`config.mk`:
```
export PLATFORM = sky130hd
export DESIGN_NAME = alu_cmd_sequencer
export DESIGN_NICKNAME = d
export VERILOG_FILES = /design/src/rtl/alu_cmd_sequencer.sv
export SDC_FILE = /design/constraint.sdc
export NUM_CORES = 1
export LEC_CHECK = 0
export BUFFER_PORTS_ARGS = -buffer_cell sky130_fd_sc_hd__buf_2
export CORE_UTILIZATION = 56
export DETAILED_ROUTE_END_ITERATION = 7
export GPL_ROUTABILITY_DRIVEN = 0
export PLACE_DENSITY = 0.77
export SYNTH_ARGS = -nofsm -noshare
export SYNTH_HDL_FRONTEND = slang
export SYNTH_SLANG_ARGS = --single-unit
```
`constraint.sdc`:
```
create_clock -name clk_i -period 3.15 [get_ports clk_i]
set_clock_uncertainty 0.05 [all_clocks]
set_input_delay 0.315 -clock clk_i [delete_from_list [all_inputs] [get_ports clk_i]]
set_output_delay 0.315 -clock clk_i [all_outputs]
set_load 0.02 [all_outputs]
```
`src/rtl/alu_cmd_sequencer.sv`:
```
// alu_cmd_sequencer: buffers ALU commands in a small FIFO, issues them one at a
// time to a registered ALU, and returns the captured results in order.
module alu_cmd_sequencer #(
  parameter int DEPTH = 4
) (
  input  logic                     clk_i,
  input  logic                     rst_i,
  input  logic                     cmd_valid_i,
  output logic                     cmd_ready_o,
  input  logic [7:0]               cmd_a_i,
  input  logic [7:0]               cmd_b_i,
  input  logic [2:0]               cmd_op_i,
  output logic                     alu_en_o,
  output logic [7:0]               alu_a_o,
  output logic [7:0]               alu_b_o,
  output logic [2:0]               alu_op_o,
  input  logic [7:0]               alu_result_i,
  input  logic                     alu_zero_i,
  output logic                     rsp_valid_o,
  input  logic                     rsp_ready_i,
  output logic [7:0]               rsp_result_o,
  output logic                     rsp_zero_o,
  output logic [2:0]               rsp_op_o,
  output logic [$clog2(DEPTH):0]   count_o
);

  localparam int PW = $clog2(DEPTH);
  localparam int CW = PW + 1;

  typedef enum logic [1:0] {IDLE, ISSUE, CAPTURE, HOLD} state_t;

  // FIFO entry layout: {a, b, op}
  logic [18:0]   mem [DEPTH];
  logic [18:0]   head;

  logic [PW-1:0] wr_ptr_q, wr_ptr_d;
  logic [PW-1:0] rd_ptr_q, rd_ptr_d;
  logic [CW-1:0] count_q, count_d;
  state_t        state_q, state_d;

  logic          alu_en_q, alu_en_d;
  logic [7:0]    alu_a_q, alu_a_d;
  logic [7:0]    alu_b_q, alu_b_d;
  logic [2:0]    alu_op_q, alu_op_d;
  logic          rsp_valid_q, rsp_valid_d;
  logic [7:0]    rsp_result_q, rsp_result_d;
  logic          rsp_zero_q, rsp_zero_d;
  logic [2:0]    rsp_op_q, rsp_op_d;

  logic          push;
  logic          pop;

  // Ready comes straight from the registered count; a pop in the same cycle
  // does not free a slot for a push into a full FIFO.
  assign cmd_ready_o = rst_i && (count_q != CW'(DEPTH));
  assign push        = cmd_valid_i && cmd_ready_o;
  assign head        = mem[rd_ptr_q];

  // Next-state logic: FSM sequencing, pop decision, pointer and count update.
  always_comb begin
    state_d      = state_q;
    wr_ptr_d     = wr_ptr_q;
    rd_ptr_d     = rd_ptr_q;
    count_d      = count_q;
    alu_en_d     = alu_en_q;
    alu_a_d      = alu_a_q;
    alu_b_d      = alu_b_q;
    alu_op_d     = alu_op_q;
    rsp_valid_d  = rsp_valid_q;
    rsp_result_d = rsp_result_q;
    rsp_zero_d   = rsp_zero_q;
    rsp_op_d     = rsp_op_q;
    pop          = 1'b0;

    case (state_q)
      IDLE: begin
        if (count_q != '0) pop = 1'b1;
      end
      ISSUE: begin
        alu_en_d = 1'b0;
        state_d  = CAPTURE;
      end
      CAPTURE: begin
        rsp_result_d = alu_result_i;
        rsp_zero_d   = alu_zero_i;
        rsp_op_d     = alu_op_q;
        rsp_valid_d  = 1'b1;
        state_d      = HOLD;
      end
      HOLD: begin
        if (rsp_valid_q && rsp_ready_i) begin
          rsp_valid_d = 1'b0;
          if (count_q != '0) pop = 1'b1;
          else               state_d = IDLE;
        end
      end
      default: state_d = IDLE;
    endcase

    // A pop loads the head command into the ALU operand registers and
    // fires the single-cycle enable.
    if (pop) begin
      {alu_a_d, alu_b_d, alu_op_d} = head;
      alu_en_d = 1'b1;
      state_d  = ISSUE;
      rd_ptr_d = rd_ptr_q + 1'b1;
    end

    if (push) wr_ptr_d = wr_ptr_q + 1'b1;

    case ({push, pop})
      2'b10:   count_d = count_q + 1'b1;
      2'b01:   count_d = count_q - 1'b1;
      default: count_d = count_q;
    endcase
  end

  // FIFO storage; contents need no reset since count gates every read.
  always_ff @(posedge clk_i) begin
    if (push) mem[wr_ptr_q] <= {cmd_a_i, cmd_b_i, cmd_op_i};
  end

  // State registers; reset drops all buffered and in-flight work.
  always_ff @(posedge clk_i or negedge rst_i) begin
    if (!rst_i) begin
      state_q      <= IDLE;
      wr_ptr_q     <= '0;
      rd_ptr_q     <= '0;
      count_q      <= '0;
      alu_en_q     <= 1'b0;
      alu_a_q      <= '0;
      alu_b_q      <= '0;
      alu_op_q     <= '0;
      rsp_valid_q  <= 1'b0;
      rsp_result_q <= '0;
      rsp_zero_q   <= 1'b0;
      rsp_op_q     <= '0;
    end else begin
      state_q      <= state_d;
      wr_ptr_q     <= wr_ptr_d;
      rd_ptr_q     <= rd_ptr_d;
      count_q      <= count_d;
      alu_en_q     <= alu_en_d;
      alu_a_q      <= alu_a_d;
      alu_b_q      <= alu_b_d;
      alu_op_q     <= alu_op_d;
      rsp_valid_q  <= rsp_valid_d;
      rsp_result_q <= rsp_result_d;
      rsp_zero_q   <= rsp_zero_d;
      rsp_op_q     <= rsp_op_d;
    end
  end

  assign alu_en_o     = alu_en_q;
  assign alu_a_o      = alu_a_q;
  assign alu_b_o      = alu_b_q;
  assign alu_op_o     = alu_op_q;
  assign rsp_valid_o  = rsp_valid_q;
  assign rsp_result_o = rsp_result_q;
  assign rsp_zero_o   = rsp_zero_q;
  assign rsp_op_o     = rsp_op_q;
  assign count_o      = count_q;

endmodule
```
======== Word level (Yosys, flattened, before mapping) ========
Memories as Yosys holds them, arrays and structs flattened. A register that Yosys moved wholly into a read port is not among the register bits.
Cells that the tools add are included.
word-level totals
  memory bits (writable) .................. 76
  register bits after elaboration ......... 23
  output and inout bits ................... 37
  input port bits ......................... 32
  memories kept ........................... 1
operators by class
  multiplexer cells ....................... 14
  add/subtract/negate cells ............... 4
  reductions and logical operators ........ 12
  eq/ne operators ......................... 9
memory list
  name  words  bits a word  read ports  clocked after memory_dff  write ports  RTL line  source
  mem   4      19           1           1                         1            33        logic [18:0] mem [DEPTH];
operators by type and width
  kind                                                                   count
  3-bit != test, second input constant                                   3
  1-bit 2-to-1 mux                                                       7
  2-bit equality test, second input constant                             3
  2-bit 2-to-1 mux                                                       3
  2-bit one-hot mux with 3 select lines                                  1
  3-bit one-hot mux with 2 select lines                                  1
  2-bit nonzero test                                                     3
  2-bit by 1-bit adder with 2-bit output, second input constant          2
  2-bit by 1-bit equality test with 1-bit output, second input constant  2
  1-bit one-hot mux with 2 select lines                                  2
  4-bit nonzero test                                                     1
  3-bit by 1-bit adder with 3-bit output, second input constant          1
  1-bit logical AND                                                      3
  3-bit AND reduction                                                    1
  3-bit nonzero test                                                     1
  3-bit by 1-bit subtractor with 3-bit output, second input constant     1
  2-bit zero test                                                        1
  2-bit != test, second input constant                                   1
  2-bit AND reduction                                                    1
  1-bit zero test                                                        1

======== Longest topological paths before layout ========
  word-level depth ........................ 6
  depth in mapped cells ................... 11

======== Least setup slack after synthesis ========
OpenSTA, ideal clock, no wires.
  path kind ............................... reg2reg
  from .................................... register state_q[0]
  to ...................................... register count_q[2] (netlist: count_o[2])
  path buffers ............................ 2
  arrival ................................. 2.246 ns
  cell stages (with the launch flop) ...... 12
  library setup time ...................... 0.080 ns
  required time ........................... 3.020 ns
  period minus slack after synthesis ...... 2.376 ns
  slack ................................... 0.774 ns
  cells stage by stage .................... dfrtp_1 > ha_1 > buf_2 > a31oi_2 > nor3_4 > buf_6 > ha_1 > inv_1 > fa_1 > xor2_1 > nor2_1 > xnor2_1
on the way
  cells in the longest elaborated chain, start to end .. 4
  elaborated cells on any way between the ends .. 7
  classes of those cells .................. 3 x eq/ne; 2 x mux; 2 x reduce/logical
ends and longest elaborated chain
  item                                                                                   RTL line  source
  from (decl)                                                                            39        state_t state_q, state_d;
  from (signal assigned)                                                                 139       state_q <= state_d;
  2-bit equality test or 2-bit zero test (tied branches)                                 75        case (state_q)
  1-bit one-hot mux with 2 select lines *                                                75
  2-bit by 1-bit equality test with 1-bit output or 2-bit equality test (tied branches)  111       case ({push, pop})
  3-bit one-hot mux with 2 select lines or 2-bit nonzero test (tied branches)            n/a
  to (signal assigned)                                                                   142       count_q <= count_d;
  to (decl)                                                                              38        logic [CW-1:0] count_q, count_d;
Mark *: on every way between the ends. The rest lies on a longest branch, timed or not.
A chain may end at the register's enable or synchronous reset.

======== Worst setup path in the final report ========
Same ends and word-level chain as after synthesis.

==> flow_summary.yaml <==
layout:
  drive_gt1_share_pct: 42.7
  diodes: 0
  fill_cells: 454
  fin_nets: 391
  final_cell_mix: "edfxtp_1 (76), buf_2 (68), dfrtp_1 (42), dlygate4sd3_1 (29), mux2_2 (26)"
  seq_area_sq_um: 3330
  final_common_cell: "edfxtp_1"
  area_growth_pct: 28.8
  multiInputGateArea_sq_um: 1200
sta:
  worst_pin_slew_ps: 969
  slew_violations: 0
  min_period_ps: 2330
  finalCritPeriodShare_pct: 74.1
  hold_viol_final: 0
  fmax_mhz: 428
  rsz0062_at_grt: "false"
  setup-tns-final_ps: 0
  worst_hold_slack_ps: 98.6
  setup_viol: 0
  maxSlewHeadroom_pct: 35.4
routing:
  vias_per_cell: 5.39
  first_pass_iters: 4
  route.detailed.drc: 0
  ant_nets: 0
  wirelength_um: 8490
  vias: 2496
  wire_per_inst_um: 18.3
  drt_iter0_drc: 147
clock_tree:
  clockRootBuffer: "clkbuf_8"
  path_clk_slew_ps: 60
  tritoncts: "built"
  insertion_delay_ps: 500
  cts.path.max_buffers: 2
  clock_sinks: 118
  htree_levels: 4
  cts_inserted_buffers: 17
  hold_buffers: 29
  cts_resized: 0
  post-cts-setup-buffers: 0
synth:
  synth_xor_area_share_pct: 1.13
  synth_fa_ha_area_share_pct: 3.13
  synth-simple-area-share_pct: 2.54
  synth_top_family_by_area: "multiplexers"
  synthCells: 234
  syn_area_sq_um: 4630
  synth-seq-cells: 118
  synth_fp_nets: 277
  ys_warn_count: 0
  synthMuxAreaShare_pct: 17.2
  synth_compound_area_share_pct: 1.84
  syn_area_per_cell_sq_um: 19.8
  ys_types: 37
  synth_seq_area_share_pct: 72.0
grt:
  grt_pass1_vias: 2729
  grt.overflow.total: 0
  grt_max_degree: 44
  grt_first_pass_wirelength_um: 13800
  antenna_found_initial: 0
  grt_usage_pct: 22.6
min_path:
  hold_start: "rsp_ready_i"
  hold_depth: 4
  min_to: "rsp_valid_o"
  hold_path.class: "in2reg"
critical_path:
  rr_worst_depth: 9
  path_class: "reg2reg"
  required_ps: 3520
  critPathTopFamily: "adder cells"
  critical_path.slowest_cell: "dfrtp_1"
  worstReg2RegEnd: "count_o[2]"
  reg2reg_slack_ps: 820
  cp.arrival_ps: 2700
  path_cells: "ha_1 > a31oi_2 > nor3_4 > ha_1 > inv_1 > fa_1 > xor2_1 > nor2_1 > xnor2_1"
  endpoint_kind: "flop"
  crit_top_cell: "ha_1"
  cp_max_fo: 9
  worst-path-buf-inv: 1
  cp-start-kind: "flop"
  timing.rr.start: "state_q[0]"
  critical-path-max-stage-delay_ps: 430
floorplan:
  coreArea_sq_um: 7850
  die_w_um: 92.9
  boundaryPins: 69
  die-area_sq_um: 8640
  initial_utilization_pct: 59.0
  row_count: 32
  die_h_um: 92.9
power_and_ir_drop:
  p_leak_nw: 2.36
  p_per_area_nw_per_um2: 1020
  p_int_w: 0.00418
  sequentialPowerShare_pct: 38.6
  clkPwrFrac_pct: 30.6
  power.switching_w: 0.00192
  vdd_drop_max_uv: 536
  pwr-share-comb_pct: 30.9
  swShare_pct: 31.5
status:
  status: "finished, final reports clean"
placement:
  dp_hpwl_um: 4720
  port_buffers: 68
job:
  maxCapViolations: 0
==> through the flow <==
stage / total power (W) / cell area [sq um] / util (%) / setup slack, ps / std cells
finish: 0.00610 / 5970 / 76.1 / 816 / 463
detailed placement: 0.00423 / 5090 / 64.9 / 873 / 402
CTS: 0.00616 / 5970 / 76.1 / 806 / 463
global route: 0.00643 / 5970 / 76.1 / 648 / 463
global placement: 0.00416 / 5090 / 64.9 / 943 / 402
floorplan: 0.00370 / 4630 / - / 774 / 234
==> power groups by stage <==
stage,combinational [W],sequential (W),clock (W)
after floorplan,0.00115,0.00256,0
after global placement,0.00180,0.00235,0
after detailed placement,0.00185,0.00238,0
after CTS,0.00191,0.00236,0.00190
after global routing,0.00205,0.00242,0.00197
final,0.00188,0.00235,0.00187
==> cell type report <==
cell class	instances	area share, %
clock buffer	19	7.23
multi-input combinational	97	20.1
inverter	10	0.629
sequential	118	55.8
timing repair buffer	104	11.4
clock inverter	13	2.62
tap	102	2.14
==> synthesized netlist by cell type <==
cell type	n	area share, %
or3_1	2	0.27
a21bo_2	1	0.22
nor4b_1	1	0.19
o31a_1	1	0.19
a311oi_1	1	0.19
nor3_4	1	0.35
nand4b_1	1	0.19
nor3_2	1	0.22
buf_6	3	0.73
buf_2	1	0.11
dfrtp_1	42	23
ha_1	10	2.7
inv_1	10	0.81
nor2_1	1	0.081
a31oi_1	1	0.14
o221ai_1	1	0.19
nand2_1	4	0.32
xor2_1	3	0.57
edfxtp_1	76	49
and2_1	4	0.54
nand2b_1	1	0.14
mux4_2	19	9.2
mux2i_1	1	0.22
mux2_1	6	1.5
nand3_1	1	0.11
mux2_2	26	6.3
a31oi_2	1	0.27
o21ai_0	1	0.11
xnor2_1	3	0.57
clkbuf_1	3	0.24
nand4_1	1	0.14
o311a_1	1	0.22
buf_4	1	0.16
fa_1	1	0.43
o31ai_1	1	0.16
clkbuf_2	1	0.11
a21o_1	1	0.16
==> layer usage <==
| metal | global-route usage (%) | vias to the layer above | wire length, um |
|---|---|---|---|
| met3 | 6.08 | 10 | 506 |
| met5 | 0 | - | 0 |
| met4 | 10.3 | 0 | 89 |
| met1 | 25.7 | 1256 | 3240 |
| met2 | 39.8 | 96 | 4650 |
| li1 | - | 1134 | - |
==> tightest hold or removal path, stage by stage <==
cell and delay, ps:
buf_2 140, nand2_1 60, nand2_1 50, nand2_1 60
==> worst max path at each step <==
stage / endpoint / depth (start not counted) / start
6_report: count_o[2] / 9 / state_q[0]
5_1_grt: count_o[2] / 9 / state_q[0]
3_3_place_gp: count_o[2] / 9 / state_q[0]
2_1_floorplan: count_o[2] / 11 / state_q[0]
4_1_cts: count_o[2] / 9 / state_q[0]
3_5_place_dp: count_o[2] / 9 / state_q[0]
==> kinds of logic after synthesis <==
kind of cell    count (synthesis)
buf+inv                        19
flops                         118
compound gates                 10
mux                            52
simple gates                   18
fa+ha+maj                      11
xor+xnor                        6
==> registers in the layout, summed over array words and instances (netlist names) <==
signal,count
alu_b_o,8
rsp_valid_o,1
rd_ptr_q,2
alu_en_o,1
mem,76
rsp_result_o,8
alu_a_o,8
state_q,2
wr_ptr_q,2
count_o,3
rsp_op_o,3
alu_op_o,3
rsp_zero_o,1
Power figures use the tool's default switching activity.
